==> config.mk <==
export PLATFORM = sky130hd
export DESIGN_NAME = matrix_mac_engine
export DESIGN_NICKNAME = d
export VERILOG_FILES = /design/src/rtl/matrix_mac_engine.sv
export SDC_FILE = /design/constraint.sdc
export NUM_CORES = 1
export LEC_CHECK = 0
export ABC_AREA = 1
export CELL_PAD_IN_SITES_DETAIL_PLACEMENT = 2
export CELL_PAD_IN_SITES_GLOBAL_PLACEMENT = 2
export CORE_MARGIN = 4
export CORE_UTILIZATION = 31
export CTS_CLUSTER_DIAMETER = 30
export CTS_CLUSTER_SIZE = 12
export DETAILED_ROUTE_END_ITERATION = 10
export GPL_TIMING_DRIVEN = 0
export HOLD_SLACK_MARGIN = 0.05
export PLACE_DENSITY = 0.75
export SLEW_MARGIN = 0
export SYNTH_ARGS = -nofsm -noshare
export SYNTH_HDL_FRONTEND = slang
export SYNTH_SLANG_ARGS = --single-unit
==> constraint.sdc <==
create_clock -name clk -period 4.4 [get_ports clk]
set_input_delay 0.66 -clock clk [delete_from_list [all_inputs] [get_ports clk]]
set_output_delay 0.66 -clock clk [all_outputs]
set_load 0.02 [all_outputs]
==> src/rtl/matrix_mac_engine.sv <==
// Sequential matrix multiplier C = A x B built around one reused multiply-accumulate unit.
// Results are staged in a shadow buffer and published to C_out in one step on completion.
module matrix_mac_engine #(
    parameter int unsigned ROWS_A       = 2,
    parameter int unsigned COLS_A       = 3,
    parameter int unsigned COLS_B       = 2,
    parameter int unsigned ELEM_WIDTH   = 8,
    parameter int unsigned RESULT_WIDTH = 16,
    parameter bit          SIGNED       = 1'b0,
    parameter bit          SATURATE     = 1'b1
) (
    input  logic                                   clk,
    input  logic                                   rst,
    input  logic                                   start,
    input  logic                                   abort,
    input  logic [ROWS_A*COLS_A*ELEM_WIDTH-1:0]    A_in,
    input  logic [COLS_A*COLS_B*ELEM_WIDTH-1:0]    B_in,
    output logic [ROWS_A*COLS_B*RESULT_WIDTH-1:0]  C_out,
    output logic                                   busy,
    output logic                                   done,
    output logic                                   overflow
);
    localparam int unsigned ACC_W = 2 * ELEM_WIDTH + $clog2(COLS_A) + 1;
    localparam int unsigned XW    = (ACC_W > RESULT_WIDTH) ? ACC_W : RESULT_WIDTH + 1;
    localparam int unsigned IW    = (ROWS_A > 1) ? $clog2(ROWS_A) : 1;
    localparam int unsigned KW    = (COLS_A > 1) ? $clog2(COLS_A) : 1;
    localparam int unsigned JW    = (COLS_B > 1) ? $clog2(COLS_B) : 1;

    typedef enum logic [1:0] {StIdle, StMac, StWrite} state_e;

    state_e                  state_q;
    logic [IW-1:0]           i_q;
    logic [KW-1:0]           k_q;
    logic [JW-1:0]           j_q;
    logic [ACC_W-1:0]        acc_q;
    logic                    sh_ovf_q;
    logic                    busy_q, done_q, ovf_q;
    logic [ELEM_WIDTH-1:0]   a_q  [ROWS_A][COLS_A];
    logic [ELEM_WIDTH-1:0]   b_q  [COLS_A][COLS_B];
    logic [RESULT_WIDTH-1:0] sh_q [ROWS_A][COLS_B];
    logic [RESULT_WIDTH-1:0] c_q  [ROWS_A][COLS_B];

    logic [ELEM_WIDTH-1:0]   a_in_arr [ROWS_A][COLS_A];
    logic [ELEM_WIDTH-1:0]   b_in_arr [COLS_A][COLS_B];

    for (genvar r = 0; r < ROWS_A; r++) begin : g_a_rows
        for (genvar c = 0; c < COLS_A; c++) begin : g_a_cols
            assign a_in_arr[r][c] = A_in[(r*COLS_A+c)*ELEM_WIDTH +: ELEM_WIDTH];
        end
    end
    for (genvar r = 0; r < COLS_A; r++) begin : g_b_rows
        for (genvar c = 0; c < COLS_B; c++) begin : g_b_cols
            assign b_in_arr[r][c] = B_in[(r*COLS_B+c)*ELEM_WIDTH +: ELEM_WIDTH];
        end
    end
    for (genvar r = 0; r < ROWS_A; r++) begin : g_c_rows
        for (genvar c = 0; c < COLS_B; c++) begin : g_c_cols
            assign C_out[(r*COLS_B+c)*RESULT_WIDTH +: RESULT_WIDTH] = c_q[r][c];
        end
    end

    assign busy     = busy_q;
    assign done     = done_q;
    assign overflow = ovf_q;

    logic [ACC_W-1:0]        a_ext, b_ext, prod;
    logic [XW-1:0]           acc_x;
    logic                    el_ovf;
    logic [RESULT_WIDTH-1:0] res, sat_hi, sat_lo;

    always_comb begin
        if (SIGNED) begin
            a_ext = ACC_W'($signed(a_q[i_q][k_q]));
            b_ext = ACC_W'($signed(b_q[k_q][j_q]));
            acc_x = XW'($signed(acc_q));
        end else begin
            a_ext = ACC_W'(a_q[i_q][k_q]);
            b_ext = ACC_W'(b_q[k_q][j_q]);
            acc_x = XW'(acc_q);
        end
        // Low ACC_W bits of the product are exact for both encodings
        prod   = a_ext * b_ext;
        sat_hi = '1;
        sat_lo = '0;
        if (SIGNED) begin
            sat_hi[RESULT_WIDTH-1] = 1'b0;
            sat_lo[RESULT_WIDTH-1] = 1'b1;
            el_ovf = !((&acc_x[XW-1:RESULT_WIDTH-1]) || !(|acc_x[XW-1:RESULT_WIDTH-1]));
        end else begin
            el_ovf = |acc_x[XW-1:RESULT_WIDTH];
        end
        if (el_ovf && SATURATE) begin
            res = (SIGNED && acc_x[XW-1]) ? sat_lo : sat_hi;
        end else begin
            res = acc_x[RESULT_WIDTH-1:0];
        end
    end

    always_ff @(posedge clk or negedge rst) begin
        if (!rst) begin
            state_q  <= StIdle;
            i_q      <= '0;
            k_q      <= '0;
            j_q      <= '0;
            acc_q    <= '0;
            sh_ovf_q <= 1'b0;
            busy_q   <= 1'b0;
            done_q   <= 1'b0;
            ovf_q    <= 1'b0;
            for (int r = 0; r < ROWS_A; r++) begin
                for (int c = 0; c < COLS_A; c++) a_q[r][c] <= '0;
                for (int c = 0; c < COLS_B; c++) begin
                    sh_q[r][c] <= '0;
                    c_q[r][c]  <= '0;
                end
            end
            for (int r = 0; r < COLS_A; r++) begin
                for (int c = 0; c < COLS_B; c++) b_q[r][c] <= '0;
            end
        end else begin
            done_q <= 1'b0;
            unique case (state_q)
                StIdle: begin
                    if (start && !abort) begin
                        a_q      <= a_in_arr;
                        b_q      <= b_in_arr;
                        i_q      <= '0;
                        k_q      <= '0;
                        j_q      <= '0;
                        acc_q    <= '0;
                        sh_ovf_q <= 1'b0;
                        busy_q   <= 1'b1;
                        state_q  <= StMac;
                    end
                end
                StMac: begin
                    if (abort) begin
                        busy_q  <= 1'b0;
                        state_q <= StIdle;
                    end else begin
                        acc_q <= acc_q + prod;
                        if (k_q == KW'(COLS_A - 1)) state_q <= StWrite;
                        else                        k_q     <= k_q + 1'b1;
                    end
                end
                StWrite: begin
                    if (abort) begin
                        busy_q  <= 1'b0;
                        state_q <= StIdle;
                    end else begin
                        sh_q[i_q][j_q] <= res;
                        sh_ovf_q       <= sh_ovf_q | el_ovf;
                        acc_q          <= '0;
                        k_q            <= '0;
                        if (i_q == IW'(ROWS_A - 1) && j_q == JW'(COLS_B - 1)) begin
                            c_q            <= sh_q;
                            c_q[i_q][j_q]  <= res;
                            ovf_q          <= sh_ovf_q | el_ovf;
                            done_q         <= 1'b1;
                            busy_q         <= 1'b0;
                            state_q        <= StIdle;
                        end else begin
                            if (j_q == JW'(COLS_B - 1)) begin
                                j_q <= '0;
                                i_q <= i_q + 1'b1;
                            end else begin
                                j_q <= j_q + 1'b1;
                            end
                            state_q <= StMac;
                        end
                    end
                end
                default: state_q <= StIdle;
            endcase
        end
    end
endmodule

==> results.cfg <==
[clocking]
clock-sinks = 242
clk_latency_ns = 0.60
h-tree-depth = 3
cts_root_buffer = clkbuf_16
cts_buffers = 68
cts_tree = built
clockBufferDepth = 3
clk_transition_reported_paths_ns = 0.05

[global_routing]
grt_pass1_wl_um = 82680
grt_pass1_vias = 14030
antenna_found_initial = 0
grt_start_max_net_pins = 117
grt_usage_pct = 22.80
gr-total-overflow = 0

[worst_setup_path]
path_cells = buf_6, clkinv_8, nor2_4, buf_6, o21ai_1, o21ai_4, nand2_2, fa_1, fa_1, inv_2, fa_1, inv_1, fa_1, inv_2, ha_4, nand2_4, nand2_4, a21oi_4, nand2_4, nand2_1, nand2_2, a21oi_2, nor2_1
max_stage_delay_ns = 0.56
crit_path_top_delay_cell = fa_1
crit_fanout = 8
crit_arrival_ns = 5.51
start_kind = register
crit_type = register to register
path_common_cell = fa_1
crit_path_end_kind = register
cp.required_ns = 4.88

[layout]
seq_area_sq_um = 6056
drive_above_1_share_pct = 27.70
antenna_cells = 0
syn_to_final_growth_pct = 49.26
layout_common_cells = nand2_1, dfrtp_1, clkdlybuf4s50_1, inv_1, o21ai_1
finalNetCount = 1972
fillerInstances = 4339
multiInputGateArea_sq_um = 6908
layout_commonest_cell = nand2_1

[sta]
tightest_slew_ns = 0.6962
finalCriticalPeriod_ns = 5.031
finClkSkew_ns = 0.04358
setup_ws_ns = -0.6313
drv_slew = 0
setup_viol = 15
finalCritPeriodShare_pct = 114.3
fmax_mhz = 198.8
rsz0062_at_grt = true
finalHoldViolations = 0
fin_hold_ws_ns = 0.4743
slew_headroom_pct = 53.41

[floorplan]
floorplan.die_area_sq_um = 46190
die_y_um = 214.9
row_count = 75
core_sq_um = 42130
die_w_um = 214.9
initial_core_util_pct = 31.50
io_pins = 167

[place]
portBuffers = 166
place_congestion = 0.8013
place_hpwl_um = 33860

[logic_synthesis]
synth_cells = 1464
synth_seq_area_share_pct = 45.62
synth_edf_count = 0
yosys_warnings = 0
synth_area_sq_um = 13270
yosysUniqueCellTypes = 35
synth_ff_type = dfrtp_1
synth.avg_cell_area_sq_um = 9.067
yosys_register_bits = 242
async_reset_ff_share_pct = 100.0
syn-num-nets = 1660

[route]
dr_total_vias = 11960
drtIter0Drc = 442
wl_per_cell_um = 23.53
ant_nets = 0
drt_pass1_iterations = 4
avgViaCountPerCell = 5.049
drc = 0
wirelength_um = 55740

[status]
failed_checks = negative setup slack
outcome = finished with violations

[job]
cap_violations = 0

[min_path]
hp-class = register to register
## cell type report
cell class,instances,area share (%)
well taps,539,3.404
multi-input cells,976,34.87
plain buffers,62,2.229
clock inverters,37,3.341
inverters,184,3.638
repair buffers,242,12.30
flip-flops and latches,242,30.57
clock buffers,87,9.662
## kinds of logic (layout without fill, tap and decap cells)
group,count (synthesis),count (layout),share of synthesized area [%]
AND/OR/NAND/NOR,486,486,14.39
AO/OA/AOI/OAI,298,298,11.98
buffers and inverters,246,612,7.984
flip-flops,242,242,45.62
adder cells (fa/ha/maj),96,96,11.88
multiplexers,96,96,8.144
## synth_stat cells, types with 2 or more instances
library cell  instances  share of area [%]
nand2_1             363                 10
dfrtp_1             242                 46
inv_1               173                4.9
o21ai_1             130                4.9
o21ai_0             111                4.2
nor2_1               83                2.3
mux2_2               74                6.3
fa_1                 50                7.5
ha_1                 46                4.3
buf_2                36                1.4
mux2_1               22                1.9
nand3_1              20               0.75
a21oi_1              18               0.68
o21ai_2              17                1.1
o22ai_1              17               0.80
clkbuf_1             12               0.34
buf_6                 9               0.76
inv_2                 8               0.23
nor2_2                6               0.28
buf_4                 5               0.28
nand3b_1              4               0.23
and2_1                2              0.094
inv_4                 2              0.094
nor3_1                2              0.075
or2_2                 2              0.094
## layer usage
layer / GRT usage [%] / vias to the layer above / part of all wire (%)
li1: - / 5366 / -
met1: 26.86 / 6202 / 40
met2: 42.06 / 283 / 53
met3: 3.559 / 110 / 3.5
met4: 8.040 / 0 / 3.4
met5: 0 / - / 0
## flip-flops by register name, summed over array words and instances (netlist names)
| signal | count |
|---|---|
| C_out | 64 |
| a_q | 48 |
| acc_q | 19 |
| b_q | 48 |
| busy | 1 |
| done | 1 |
| i_q | 1 |
| j_q | 1 |
| k_q | 2 |
| overflow | 1 |
| sh_ovf_q | 1 |
| sh_q | 53 |
| state_q | 2 |
## stage by stage
stage          utilization (%)  setup TNS, ns  cells  area (sq um)  setup slack [ns]
2_1_floorplan                -              0   1464         13310           0.01009
3_3_place_gp             37.13       -1960.72   2169         15650            -8.101
3_5_place_dp             37.28         -12.24   2171         15710            -1.035
4_1_cts                  46.21         -3.514   2352         19470           -0.3680
5_1_grt                  47.02         -9.885   2369         19810           -0.7832
6_report                 47.02         -7.561   2369         19810           -0.6313
## critical path: cells and delay by family (launching register included)
family	cells	cell delay, ns
fa+ha+maj	5	2.39
simple gates	8	0.78
compound gates	4	0.77
buf+inv	6	0.58
flops	1	0.37
## path summary, 6_finish.rpt
kind	start	to	slack, ns	cells past startpoint
min	C_out[56]	C_out[56]	0.47	2
max	k_q[1]	acc_q[18]	-0.63	23
min in group asynchronous	rst	C_out[21]	0.54	2
min reg2reg	C_out[56]	C_out[56]	0.47	2
max reg2reg	k_q[1]	acc_q[18]	-0.63	23
max in group asynchronous	rst	b_q[28]	2.92	3
## what timing repair did
action / in CTS / in global routing
pin swaps: 75 / 31
gates resized for setup: 197 / 74
setup buffers: 54 / 18
hold buffers: 1 / 0
cloned: 2 / 0
endpoints found under the setup margin: 15 / 15
endpoints found under the hold margin: 33 / 0
Power is not shown: default switching activity piles up to over one toggle a cycle in this logic, so the estimate is an artifact.
